===== config.mk =====
export PLATFORM = sky130hd
export DESIGN_NAME = fir_out_requant
export DESIGN_NICKNAME = d
export VERILOG_FILES = /design/src/rtl/fir_out_requant.sv
export SDC_FILE = /design/constraint.sdc
export NUM_CORES = 1
export LEC_CHECK = 0
export CORE_ASPECT_RATIO = 1.25
export CORE_MARGIN = 1
export CORE_UTILIZATION = 53
export DETAILED_ROUTE_END_ITERATION = 10
export GPL_ROUTABILITY_DRIVEN = 0
export PLACE_DENSITY = 0.74
export SYNTH_ARGS = -nofsm -noshare
export SYNTH_HDL_FRONTEND = slang
export SYNTH_SLANG_ARGS = --single-unit

===== constraint.sdc =====
create_clock -name clk -period 3.32 [get_ports clk]
set_clock_uncertainty 0.15 [all_clocks]
set_input_delay 0.664 -clock clk [delete_from_list [all_inputs] [get_ports clk]]
set_output_delay 0.664 -clock clk [all_outputs]
set_load 0.01 [all_outputs]

===== src/rtl/fir_out_requant.sv =====
// Requantiser behind the FIR filter: rounding arithmetic right shift, saturation to OUT_W,
// and a small credit-controlled output FIFO with clip accounting.
module fir_out_requant #(
  parameter int IN_W    = 16,
  parameter int OUT_W   = 8,
  parameter int SHIFT_W = 4,
  parameter int DEPTH   = 4
) (
  input  logic               clk,
  input  logic               rst_n,
  input  logic               in_valid,
  output logic               in_ready,
  input  logic [IN_W-1:0]    in_data,
  input  logic [SHIFT_W-1:0] in_shift,
  output logic               out_valid,
  input  logic               out_ready,
  output logic [OUT_W-1:0]   out_data,
  output logic [7:0]         sat_count,
  output logic               sat_flag
);

  localparam int AW = (DEPTH > 1) ? $clog2(DEPTH) : 1;
  localparam int CW = $clog2(DEPTH + 1) + 1;
  localparam int SW = IN_W + 1;
  localparam logic signed [SW-1:0] SAT_MAX = SW'((2 ** (OUT_W - 1)) - 1);
  localparam logic signed [SW-1:0] SAT_MIN = SW'(-(2 ** (OUT_W - 1)));

  logic                    v1, v2, clip2;
  logic signed [SW-1:0]    s1;
  logic [OUT_W-1:0]        s2;
  logic [OUT_W-1:0]        mem [DEPTH];
  logic [AW-1:0]           wp, rp;
  logic [CW-1:0]           count;

  logic signed [SW-1:0]    ext, rnd, sum;
  logic [OUT_W-1:0]        sat_val;
  logic                    clip_c;
  logic                    accept, push, pop;

  // One extra bit keeps the half-LSB rounding add from wrapping at the positive limit.
  always_comb begin
    ext = {in_data[IN_W-1], in_data};
    rnd = '0;
    if (in_shift != '0)
      rnd = SW'(1) << (in_shift - SHIFT_W'(1));
    sum = ext + rnd;
  end

  always_comb begin
    sat_val = s1[OUT_W-1:0];
    clip_c  = 1'b0;
    if (s1 > SAT_MAX) begin
      sat_val = SAT_MAX[OUT_W-1:0];
      clip_c  = 1'b1;
    end else if (s1 < SAT_MIN) begin
      sat_val = SAT_MIN[OUT_W-1:0];
      clip_c  = 1'b1;
    end
  end

  // Credits cover the FIFO plus both pipeline slots, so a push never meets a full FIFO.
  always_comb begin
    in_ready  = (count + CW'(v1) + CW'(v2)) < CW'(DEPTH);
    out_valid = (count != '0);
    out_data  = mem[rp];
    accept    = in_valid && in_ready;
    push      = v2;
    pop       = out_valid && out_ready;
  end

  always_ff @(posedge clk or negedge rst_n) begin
    if (!rst_n) begin
      v1        <= 1'b0;
      v2        <= 1'b0;
      clip2     <= 1'b0;
      s1        <= '0;
      s2        <= '0;
      wp        <= '0;
      rp        <= '0;
      count     <= '0;
      sat_count <= '0;
      sat_flag  <= 1'b0;
      for (int unsigned i = 0; i < DEPTH; i++)
        mem[i] <= '0;
    end else begin
      v1    <= accept;
      v2    <= v1;
      s2    <= sat_val;
      clip2 <= clip_c;
      if (accept)
        s1 <= sum >>> in_shift;
      if (push) begin
        mem[wp] <= s2;
        wp      <= wp + AW'(1);
        if (clip2) begin
          sat_flag <= 1'b1;
          if (sat_count != 8'hFF)
            sat_count <= sat_count + 8'd1;
        end
      end
      if (pop)
        rp <= rp + AW'(1);
      if (push && !pop)
        count <= count + CW'(1);
      else if (pop && !push)
        count <= count - CW'(1);
    end
  end

endmodule

==> results of run 1 <==
==> Yosys cell counts, drive strengths merged, types with 3 or more instances <==
cell,n,area (um^2)
a211oi,7,67.6
and4,4,37.5
nor2,46,173
nor2b,3,18.8
ha,25,313
nand2,42,158
a2111oi,8,81.3
nor3,10,55.1
xor2,9,78.8
o21ai,28,155
buf,15,111
o221ai,3,26.3
a21oi,37,193
nor4,5,37.5
clkbuf,14,82.6
dfrtp,77,1930
mux2i,16,164
xnor2,14,123
nand3,9,45.0
nand2b,5,31.3
a21o,18,136
a31o,3,26.3
or2,3,18.8
mux2,39,439
inv,10,37.5
a31oi,7,43.8
and3,7,50.1
o211a,4,40.0
nand4,6,37.5
o31ai,4,30.0
nand3b,3,22.5
o211ai,6,50.1
a22o,4,36.3
o22ai,4,25.0
mux4,8,180
==> power groups by stage <==
stage                     Combinational, mW  Sequential (mW)  Clock (mW)
after global routing                   2.13             1.83       0.962
final                                  1.94             1.77       0.908
after floorplan                        1.29             1.61           0
after detailed placement               1.86             1.78           0
after global placement                 1.79             1.73           0
after CTS                              1.90             1.77       0.927
==> registers in the layout (all words and copies together) (netlist names) <==
| register | flops |
|---|---|
| clip2 | 1 |
| count | 4 |
| mem | 32 |
| push | 1 |
| rp | 2 |
| s1 | 17 |
| s2 | 8 |
| sat_count | 8 |
| sat_flag | 1 |
| v1 | 1 |
| wp | 2 |
==> routing by layer <==
metal  part of all wire (%)  vias up  track usage (%)
li1                       -     2236                -
met1                     38     2301             28.5
met5                      0        -                0
met2                     54      123             51.0
met4                    5.4        0             16.3
met3                    2.5       67             3.53
==> cells by family (layout without fill, tap and decap cells) <==
family,after synthesis,after routing,share of synthesized area [%]
and+or+nand+nor,150,150,14.0
AOI/OAI and AO/OA,148,148,19.9
DFF,77,77,36.3
muxes,63,63,14.8
buffers and inverters,40,173,4.44
adders and majority gates,27,27,6.65
xor gates and xnor gates,23,23,3.80
other,1,1,0.0707
==> stage by stage <==
stage	hold WS, ns	utilization [%]
2_1_floorplan	0.204	-
3_3_place_gp	0.217	66.8
3_5_place_dp	0.222	66.8
4_1_cts	0.236	72.5
5_1_grt	0.245	75.3
6_report	0.231	75.3
==> cells in the final DEF (no fill, tap or decap), types with 5 or more instances in the layout <==
| master | instances |
|---|---|
| sky130_fd_sc_hd__mux2_2 | 35 |
| sky130_fd_sc_hd__nand4_1 | 6 |
| sky130_fd_sc_hd__buf_6 | 8 |
| sky130_fd_sc_hd__buf_4 | 97 |
| sky130_fd_sc_hd__xnor2_1 | 12 |
| sky130_fd_sc_hd__a21oi_2 | 10 |
| sky130_fd_sc_hd__o21ai_1 | 10 |
| sky130_fd_sc_hd__o21ai_0 | 14 |
| sky130_fd_sc_hd__inv_1 | 9 |
| sky130_fd_sc_hd__a21o_1 | 17 |
| sky130_fd_sc_hd__clkbuf_16 | 9 |
| sky130_fd_sc_hd__clkdlybuf4s50_1 | 35 |
| sky130_fd_sc_hd__ha_1 | 17 |
| sky130_fd_sc_hd__nor2_2 | 7 |
| sky130_fd_sc_hd__xor2_1 | 8 |
| sky130_fd_sc_hd__ha_4 | 7 |
| sky130_fd_sc_hd__nand2_1 | 38 |
| sky130_fd_sc_hd__a31oi_1 | 5 |
| sky130_fd_sc_hd__mux2i_1 | 14 |
| sky130_fd_sc_hd__nor2_1 | 37 |
| sky130_fd_sc_hd__mux4_2 | 8 |
| sky130_fd_sc_hd__dfrtp_1 | 77 |
| sky130_fd_sc_hd__nor3_1 | 7 |
| sky130_fd_sc_hd__nand3_1 | 7 |
| sky130_fd_sc_hd__a21oi_1 | 26 |
| sky130_fd_sc_hd__o211ai_1 | 5 |
==> layout make-up <==
type | instances | area share [%]
clock buffers | 13 | 3.72
well taps | 126 | 2.17
inverters | 11 | 0.636
multi-input cells | 412 | 49.6
clock inverters | 3 | 0.258
repair buffers | 146 | 17.2
flip-flops and latches | 77 | 26.5
==> worst max-delay path, stage by stage <==
cell                        delay, ns
sky130_fd_sc_hd__buf_12          0.11
sky130_fd_sc_hd__buf_8           0.12
sky130_fd_sc_hd__buf_6           0.11
sky130_fd_sc_hd__buf_6           0.11
sky130_fd_sc_hd__nor3_4          0.21
sky130_fd_sc_hd__ha_4            0.23
sky130_fd_sc_hd__o211ai_1        0.19
sky130_fd_sc_hd__buf_4           0.17
sky130_fd_sc_hd__o211ai_1        0.14
sky130_fd_sc_hd__a2111oi_2       0.42
sky130_fd_sc_hd__nor2b_1         0.13
sky130_fd_sc_hd__o211a_1         0.23
sky130_fd_sc_hd__mux2_4          0.26
sky130_fd_sc_hd__or2_1           0.24
sky130_fd_sc_hd__a31oi_1         0.13
==> final timing paths <==
| check | from | to | cells after the start |
|---|---|---|---|
| min in group asynchronous | rst_n | sat_count[0] | 1 |
| worst max register to register | push | s1[0] | 11 |
| max in group asynchronous | rst_n | mem[4] | 2 |
| worst min register to register | v1 | push | 0 |
| worst max-delay path | in_shift[0] | s1[1] | 15 |
| worst min-delay path | v1 | push | 0 |
==> timing repair <==
item / in CTS / in global routing
resized for setup: 58 / 49
buffers inserted: 12 / 9
setup endpoints to repair: 17 / 16
hold endpoints to repair: 0 / 0
gates cloned: 0 / 1
pin swaps: 29 / 37
==> impl_metrics.toml, run 1 <==
[status]
status = "complete, but fails checks"
violations = "negative setup slack"

[layout]
multi_input_comb_area_mm2 = 0.00360
final-seq-area_mm2 = 0.00193
layout-drive-gt1-share_pct = 38.5
post-route-cell-area_mm2 = 0.00727
fillCellCount = 633
num-nets-final = 708
antennaDiodeCount = 0
instances_no_fill = 788
layout-area-overhead-vs-synth_pct = 37.2

[drt]
wire_length_reported_by_the_detailed_router_um = 14000
initialDrtViolationCount = 238
number_of_nets_with_antenna_violations_after_routing = 0
route.detailed.vias_per_inst = 6.00
post_drt_wl_per_cell_um = 17.8
drc_violation_count_after_routing = 0
drt_pass1_iterations = 4
via_count = 4727

[synthesis]
yosys_register_bits = 77
yosysWarnings = 0
yosysSeqAreaShare_pct = 36.3
synth_edf_count = 0
mean_cell_area_of_the_mapped_netlist_um2 = 10.0
synthesis.nets = 580
synth_area_mm2 = 0.00530
syn_inst = 529
synth_cell_types = 78
synth-async-reset-ratio_pct = 100
yosys_most_used_dff = "sky130_fd_sc_hd__dfrtp_1"

[global_route]
first_global_vias = 4872
grt_overflow_total = 0
grt_first_pass_wirelength_um = 22400
groute.usage.overall_pct = 27.1
antenna_found_initial = 0
grt_max_degree = 40

[worst_setup_path]
worst_setup_path_start_kind = "primary input"
required_ns = 3.42
critical_path.endpoint_type = "register"
crit_type = "in2reg"
r2r_setup_slk_ns = 0.64
critPathArrivalTime_ns = 3.49
path_max_fanout = 5

[sta]
slew-limit-headroom_pct = 42.8
grt_setup_unrepaired = "true"
setup_tns_ns = -0.178
timing_worst_slew_pin_value_ns = 0.857
slew_viol_final = 0
timing.final.hold_violations = 0
timing.fmax_mhz = 295
timing.final.ws_setup_ns = -0.0745
period_share_pct = 102
period_minus_slack_ns = 3.39
setup_viol = 4

[power]
vdd_ir_drop_max_mv = 0.376
finalPower_mw = 4.62
swShare_pct = 34.0
p_per_area_mw_per_mm2 = 635
power.share.sequential_pct = 38.3
internal-power_mw = 3.05
power.net_switching_mw = 1.57
combinationalPowerShare_pct = 42.0
leakagePower_nw = 3.15
pwr-share-clk_pct = 19.7

[placed_design]
place.detailed.hpwl_um = 10300
place_area_mm2 = 0.00646
post-place-ws_ns = -0.956
place.port_buffers = 42
place.detailed.instances = 752

[cts]
cts_hold_buf = 0
clock_tree.htree_level_count = 3
tritoncts = "done"
cts.clk_slew.worst_paths_ns = 0.05
clk_root_buffer_cell = "sky130_fd_sc_hd__clkbuf_16"
clkLatencyLatePin_ns = 0.32
cts_buffers = 9
cts_buffer_depth = 2
cts_sinks = 77

[run]
max-cap-violations = 0

[worst_hold_path]
hold_path.class = "reg2reg"

[floorplanning]
placementRows = 40
io-pin-count = 43
die_w_um = 91.5
core_area_mm2 = 0.00966
die-area_mm2 = 0.0104
initial_core_util_pct = 54.9
fp.dieH_um = 114
Power figures use the tool's default switching activity.
==> run 2, diff against run 1 <==
--- a/config.mk
+++ b/config.mk
@@ -11,6 +11,7 @@
 export DETAILED_ROUTE_END_ITERATION = 10
 export GPL_ROUTABILITY_DRIVEN = 0
 export PLACE_DENSITY = 0.74
+export SKIP_CTS_REPAIR_TIMING = 1
 export SYNTH_ARGS = -nofsm -noshare
 export SYNTH_HDL_FRONTEND = slang
 export SYNTH_SLANG_ARGS = --single-unit
==> impl_metrics.toml, run 2 (same netlist as run 1, synthesis figures left out) <==
[status]
status = "complete, but fails checks"
violations = "negative setup slack"

[floorplanning]
core_area_mm2 = 0.00966
die_w_um = 91.5
die-area_mm2 = 0.0104
initial_core_util_pct = 54.9
placementRows = 40
fp.dieH_um = 114
io-pin-count = 43

[worst_hold_path]
worst_hold_path_cells = 0
hold_path_end = "push"
min-delay-start = "v1"
hold_path.class = "reg2reg"

[placed_design]
place.port_buffers = 42
place.detailed.hpwl_um = 10300
post-place-ws_ns = -0.956

[drt]
wire_length_reported_by_the_detailed_router_um = 13400
post_drt_wl_per_cell_um = 17.2
number_of_nets_with_antenna_violations_after_routing = 0
drt_pass1_iterations = 5
via_count = 4621
initialDrtViolationCount = 256
route.detailed.vias_per_inst = 5.92
drc_violation_count_after_routing = 0

[cts]
cts.clk_slew.worst_paths_ns = 0.06
cts_buffer_depth = 2
tritoncts = "done"
cts_sinks = 77
clock_tree.htree_level_count = 3
cts_buffers = 9
clkLatencyLatePin_ns = 0.33
clk_root_buffer_cell = "sky130_fd_sc_hd__clkbuf_16"

[layout]
layout-drive-gt1-share_pct = 35.6
num-nets-final = 700
registers.top_by_ff_count = "mem"
fillCellCount = 666
antennaDiodeCount = 0
layout.core_utilization_pct = 73.3
reg_top3 = "mem x32, s1 x17"
largest_reg_flops = 32
layout_commonest_cell = "sky130_fd_sc_hd__buf_4"
layout-area-overhead-vs-synth_pct = 33.5
leading_cell_types_in_the_layout_fill_and_taps_excluded = "89 x sky130_fd_sc_hd__buf_4, 77 x sky130_fd_sc_hd__dfrtp_1, 42 x sky130_fd_sc_hd__nor2_1"

[global_route]
antenna_found_initial = 0
grt_max_degree = 40
grt_overflow_total = 0
groute.usage.overall_pct = 26.5
grt_first_pass_wirelength_um = 22000
first_global_vias = 4758

[power]
vdd_ir_drop_max_mv = 0.390
leakagePower_nw = 3.10
p_per_area_mw_per_mm2 = 651

[sta]
grt_setup_unrepaired = "true"
timing.hold.ws_ns = 0.231
slew-limit-headroom_pct = 42.6
timing.final.hold_violations = 0
period_minus_slack_ns = 3.36
timing_worst_slew_pin_value_ns = 0.861
timing.fmax_mhz = 298
setup_viol = 6
slew_viol_final = 0
timing.final.ws_setup_ns = -0.0396
period_share_pct = 101

[worst_setup_path]
required_ns = 3.42
critical_path.endpoint_type = "register"
worst-r2r-cell-count = 12
critical_path.slowest_cell = "sky130_fd_sc_hd__fa_2"
r2r_start = "push"
crit_type = "in2reg"
worst_setup_path_start_kind = "primary input"
r2r_setup_slk_ns = 0.65
path_max_fanout = 6
slowest_delay_ns = 0.41
rr_endpoint = "s1[7]"
critPathArrivalTime_ns = 3.46
timing.critical_path.cells = "buf_12, buf_8, nand2_4, nor2_4, ha_4, fa_2, a211oi_4, o211ai_1, a2111oi_2, nor2b_1, o211a_1, mux2_4, or2_1, a31oi_1"

[run]
max-cap-violations = 0
-- run 2: cell type report --
type	instances	area, um^2	area share [%]
multi-input cells	412	3480	49.2
well taps	126	158	2.23
repair buffers	138	1180	16.7
clock buffers	13	270	3.82
clock inverters	3	18.8	0.265
inverters	11	43.8	0.619
flip-flops and latches	77	1930	27.2
-- run 2: how the worst max path moves through the flow --
stage	from	to	cells past startpoint
floorplan	in_shift[0]	s1[9]	15
global placement	in_shift[0]	s1[5]	14
detailed placement	in_shift[0]	s1[5]	14
CTS	in_shift[0]	s1[5]	14
global route	in_shift[1]	s1[6]	17
finish	in_shift[0]	s1[1]	14
-- run 2: critical path: cells and delay by family --
kind                       cells  cell delay [ns]
buffers and inverters          2             0.24
muxes                          1             0.26
and+or+nand+nor                4             0.46
AOI/OAI and AO/OA              5             1.26
adders and majority gates      2             0.57
-- run 2: power breakdown --
part | internal [mW] | switching (mW) | total (mW)
clock network | 0.566 | 0.348 | 0.914
registers | 1.37 | 0.398 | 1.77
logic | 1.10 | 0.820 | 1.92
total | 3.04 | 1.57 | 4.61
-- run 2: per-stage QoR --
stage	instance area (um^2)	setup TNS (ns)	std cells	power (mW)
after floorplan	5490	-1.88	529	2.91
after global placement	6460	-12.09	752	3.52
after detailed placement	6460	-12.97	752	3.64
after CTS	6750	-7.18	768	4.57
after global routing	7080	-1.14	780	4.90
final	7080	-0.104	780	4.61
-- run 2: layer usage --
layer  vias to the layer above  track usage (%)  routed length [um]
li1                       2219                -                   -
met3                        44             3.20                 306
met4                         0             15.3                 588
met1                      2241             28.1                5210
met2                       117             50.0                7330
met5                         -                0                   0
==> run 3, diff against run 2 <==
--- a/config.mk
+++ b/config.mk
@@ -5,12 +5,15 @@
 export SDC_FILE = /design/constraint.sdc
 export NUM_CORES = 1
 export LEC_CHECK = 0
+export CELL_PAD_IN_SITES_DETAIL_PLACEMENT = 0
+export CELL_PAD_IN_SITES_GLOBAL_PLACEMENT = 1
 export CORE_ASPECT_RATIO = 1.25
 export CORE_MARGIN = 1
-export CORE_UTILIZATION = 53
+export CORE_UTILIZATION = 47
 export DETAILED_ROUTE_END_ITERATION = 10
 export GPL_ROUTABILITY_DRIVEN = 0
-export PLACE_DENSITY = 0.74
+export MAX_ROUTING_LAYER = met4
+export PLACE_DENSITY = 0.82
 export SKIP_CTS_REPAIR_TIMING = 1
 export SYNTH_ARGS = -nofsm -noshare
 export SYNTH_HDL_FRONTEND = slang
==> impl_metrics.toml, run 3 (same netlist as run 1, synthesis figures left out) <==
[floorplanning]
placementRows = 43
die_w_um = 97.0
die-area_mm2 = 0.0117
core_area_mm2 = 0.0110
io-pin-count = 43
initial_core_util_pct = 48.1
fp.dieH_um = 121

[global_route]
first_global_vias = 4675
grt_overflow_total = 0
grt_first_pass_wirelength_um = 22300
groute.usage.overall_pct = 24.6
grt_max_degree = 78
antenna_found_initial = 0

[status]
violations = "negative setup slack"
status = "complete, but fails checks"

[layout]
num-nets-final = 709
leading_cell_types_in_the_layout_fill_and_taps_excluded = "98 x sky130_fd_sc_hd__buf_4, 77 x sky130_fd_sc_hd__dfrtp_1, 38 x sky130_fd_sc_hd__nor2_1"
largest_reg_flops = 32
layout_commonest_cell = "sky130_fd_sc_hd__buf_4"
registers.top_by_ff_count = "mem"
final-seq-area_mm2 = 0.00193
layout-area-overhead-vs-synth_pct = 36.0
layout-drive-gt1-share_pct = 37.1
multi_input_comb_area_mm2 = 0.00354
reg_top3 = "mem x32, s1 x17"
antennaDiodeCount = 0
instances_no_fill = 796
fillCellCount = 887

[cts]
tritoncts = "done"
clock_tree.htree_level_count = 3
clkLatencyLatePin_ns = 0.33
cts_sinks = 77
cts_buffers = 9
cts.clk_slew.worst_paths_ns = 0.05
clk_root_buffer_cell = "sky130_fd_sc_hd__clkbuf_16"
cts_buffer_depth = 2

[worst_hold_path]
worst_hold_path_cells = 0
hold_path_end = "push"
min-delay-start = "v1"
hold_path.class = "reg2reg"

[power]
power.share.sequential_pct = 37.9
combinationalPowerShare_pct = 42.0
pwr-share-clk_pct = 20.1
vdd_ir_drop_max_mv = 0.329
internal-power_mw = 3.09
swShare_pct = 33.4
power.net_switching_mw = 1.55
p_per_area_mw_per_mm2 = 643
leakagePower_nw = 3.14

[run]
max-cap-violations = 0

[worst_setup_path]
rr_endpoint = "s1[0]"
worst_setup_path_start_kind = "primary input"
r2r_start = "push"
path_max_fanout = 7
critPathArrivalTime_ns = 3.49
required_ns = 3.36
worst-r2r-cell-count = 11
r2r_setup_slk_ns = 0.60
critical_path.endpoint_type = "register"
crit_type = "in2reg"

[drt]
via_count = 4555
initialDrtViolationCount = 175
route.detailed.vias_per_inst = 5.72
post_drt_wl_per_cell_um = 17.0
drt_pass1_iterations = 4
number_of_nets_with_antenna_violations_after_routing = 0
wire_length_reported_by_the_detailed_router_um = 13500
drc_violation_count_after_routing = 0

[sta]
setup_viol = 5
timing.final.hold_violations = 0
timing.hold.ws_ns = 0.232
setup_tns_ns = -0.296
slew_viol_final = 0
grt_setup_unrepaired = "true"
period_minus_slack_ns = 3.45
timing_worst_slew_pin_value_ns = 0.933
period_share_pct = 104
timing.final.ws_setup_ns = -0.130
timing.fmax_mhz = 290
slew-limit-headroom_pct = 37.8

[placed_design]
place.port_buffers = 42
place.detailed.instances = 766
place.detailed.hpwl_um = 10300
[run 3: cell types whose count changed in the layout (fill, tap and decap cells not counted), sizes merged]
cell / delta
buf: +9
clkinv: -2
clkbuf: -1
bufinv: +1
[run 3: how the worst max path moves through the flow]
stage                     start  endpoint  slack, ns  cells past startpoint
floorplan           in_shift[0]     s1[9]      -0.30                     15
finish              in_shift[1]     s1[2]      -0.13                     14
detailed placement  in_shift[0]     s1[2]       -1.0                     13
global placement    in_shift[0]     s1[2]      -0.99                     13
CTS                 in_shift[0]     s1[2]      -0.65                     13
global route        in_shift[1]     s1[1]      -0.20                     15
[run 3: layout make-up]
class | count | area share, %
timing repair buffer | 147 | 17.3
clock buffer | 12 | 3.42
sequential | 77 | 26.7
tap | 135 | 2.34
inverter | 11 | 0.607
multi-input combinational | 412 | 49.1
clock inverter | 2 | 0.486
[run 3: critical path, stage by stage]
cell	delay, ns
sky130_fd_sc_hd__buf_6	0.09
sky130_fd_sc_hd__buf_8	0.13
sky130_fd_sc_hd__buf_4	0.15
sky130_fd_sc_hd__nor3_4	0.19
sky130_fd_sc_hd__ha_1	0.30
sky130_fd_sc_hd__buf_4	0.16
sky130_fd_sc_hd__and3_2	0.21
sky130_fd_sc_hd__and3_1	0.17
sky130_fd_sc_hd__a22oi_2	0.24
sky130_fd_sc_hd__a2111oi_4	0.12
sky130_fd_sc_hd__or3_4	0.41
sky130_fd_sc_hd__a22o_1	0.25
sky130_fd_sc_hd__a211oi_4	0.29
sky130_fd_sc_hd__a31oi_1	0.12
[run 3: per-layer routing]
| layer | routed length [um] | GRT usage (%) | vias up |
|---|---|---|---|
| met4 | 505 | 13.0 | 0 |
| met5 | 0 | - | - |
| met1 | 5320 | 26.1 | 2216 |
| met2 | 7420 | 44.7 | 73 |
| li1 | - | - | 2232 |
| met3 | 267 | 3.24 | 34 |
[run 3: metrics by stage]
step                util, %  area [um^2]  setup slack [ns]  power, mW
finish                 65.4         7210            -0.130       4.64
global route           65.4         7210            -0.204       4.95
CTS                    61.4         6780            -0.654       4.58
detailed placement     58.9         6490            -0.995       3.63
global placement       58.9         6490            -0.988       3.54
floorplan                 -         5490            -0.295       2.91
[run 3: power by group through the flow]
stage / Sequential (mW) / Combinational, mW / Clock, mW
after floorplan: 1.61 / 1.29 / 0
after global placement: 1.73 / 1.81 / 0
after detailed placement: 1.77 / 1.86 / 0
after CTS: 1.76 / 1.87 / 0.950
after global routing: 1.82 / 2.13 / 0.991
final: 1.76 / 1.95 / 0.931
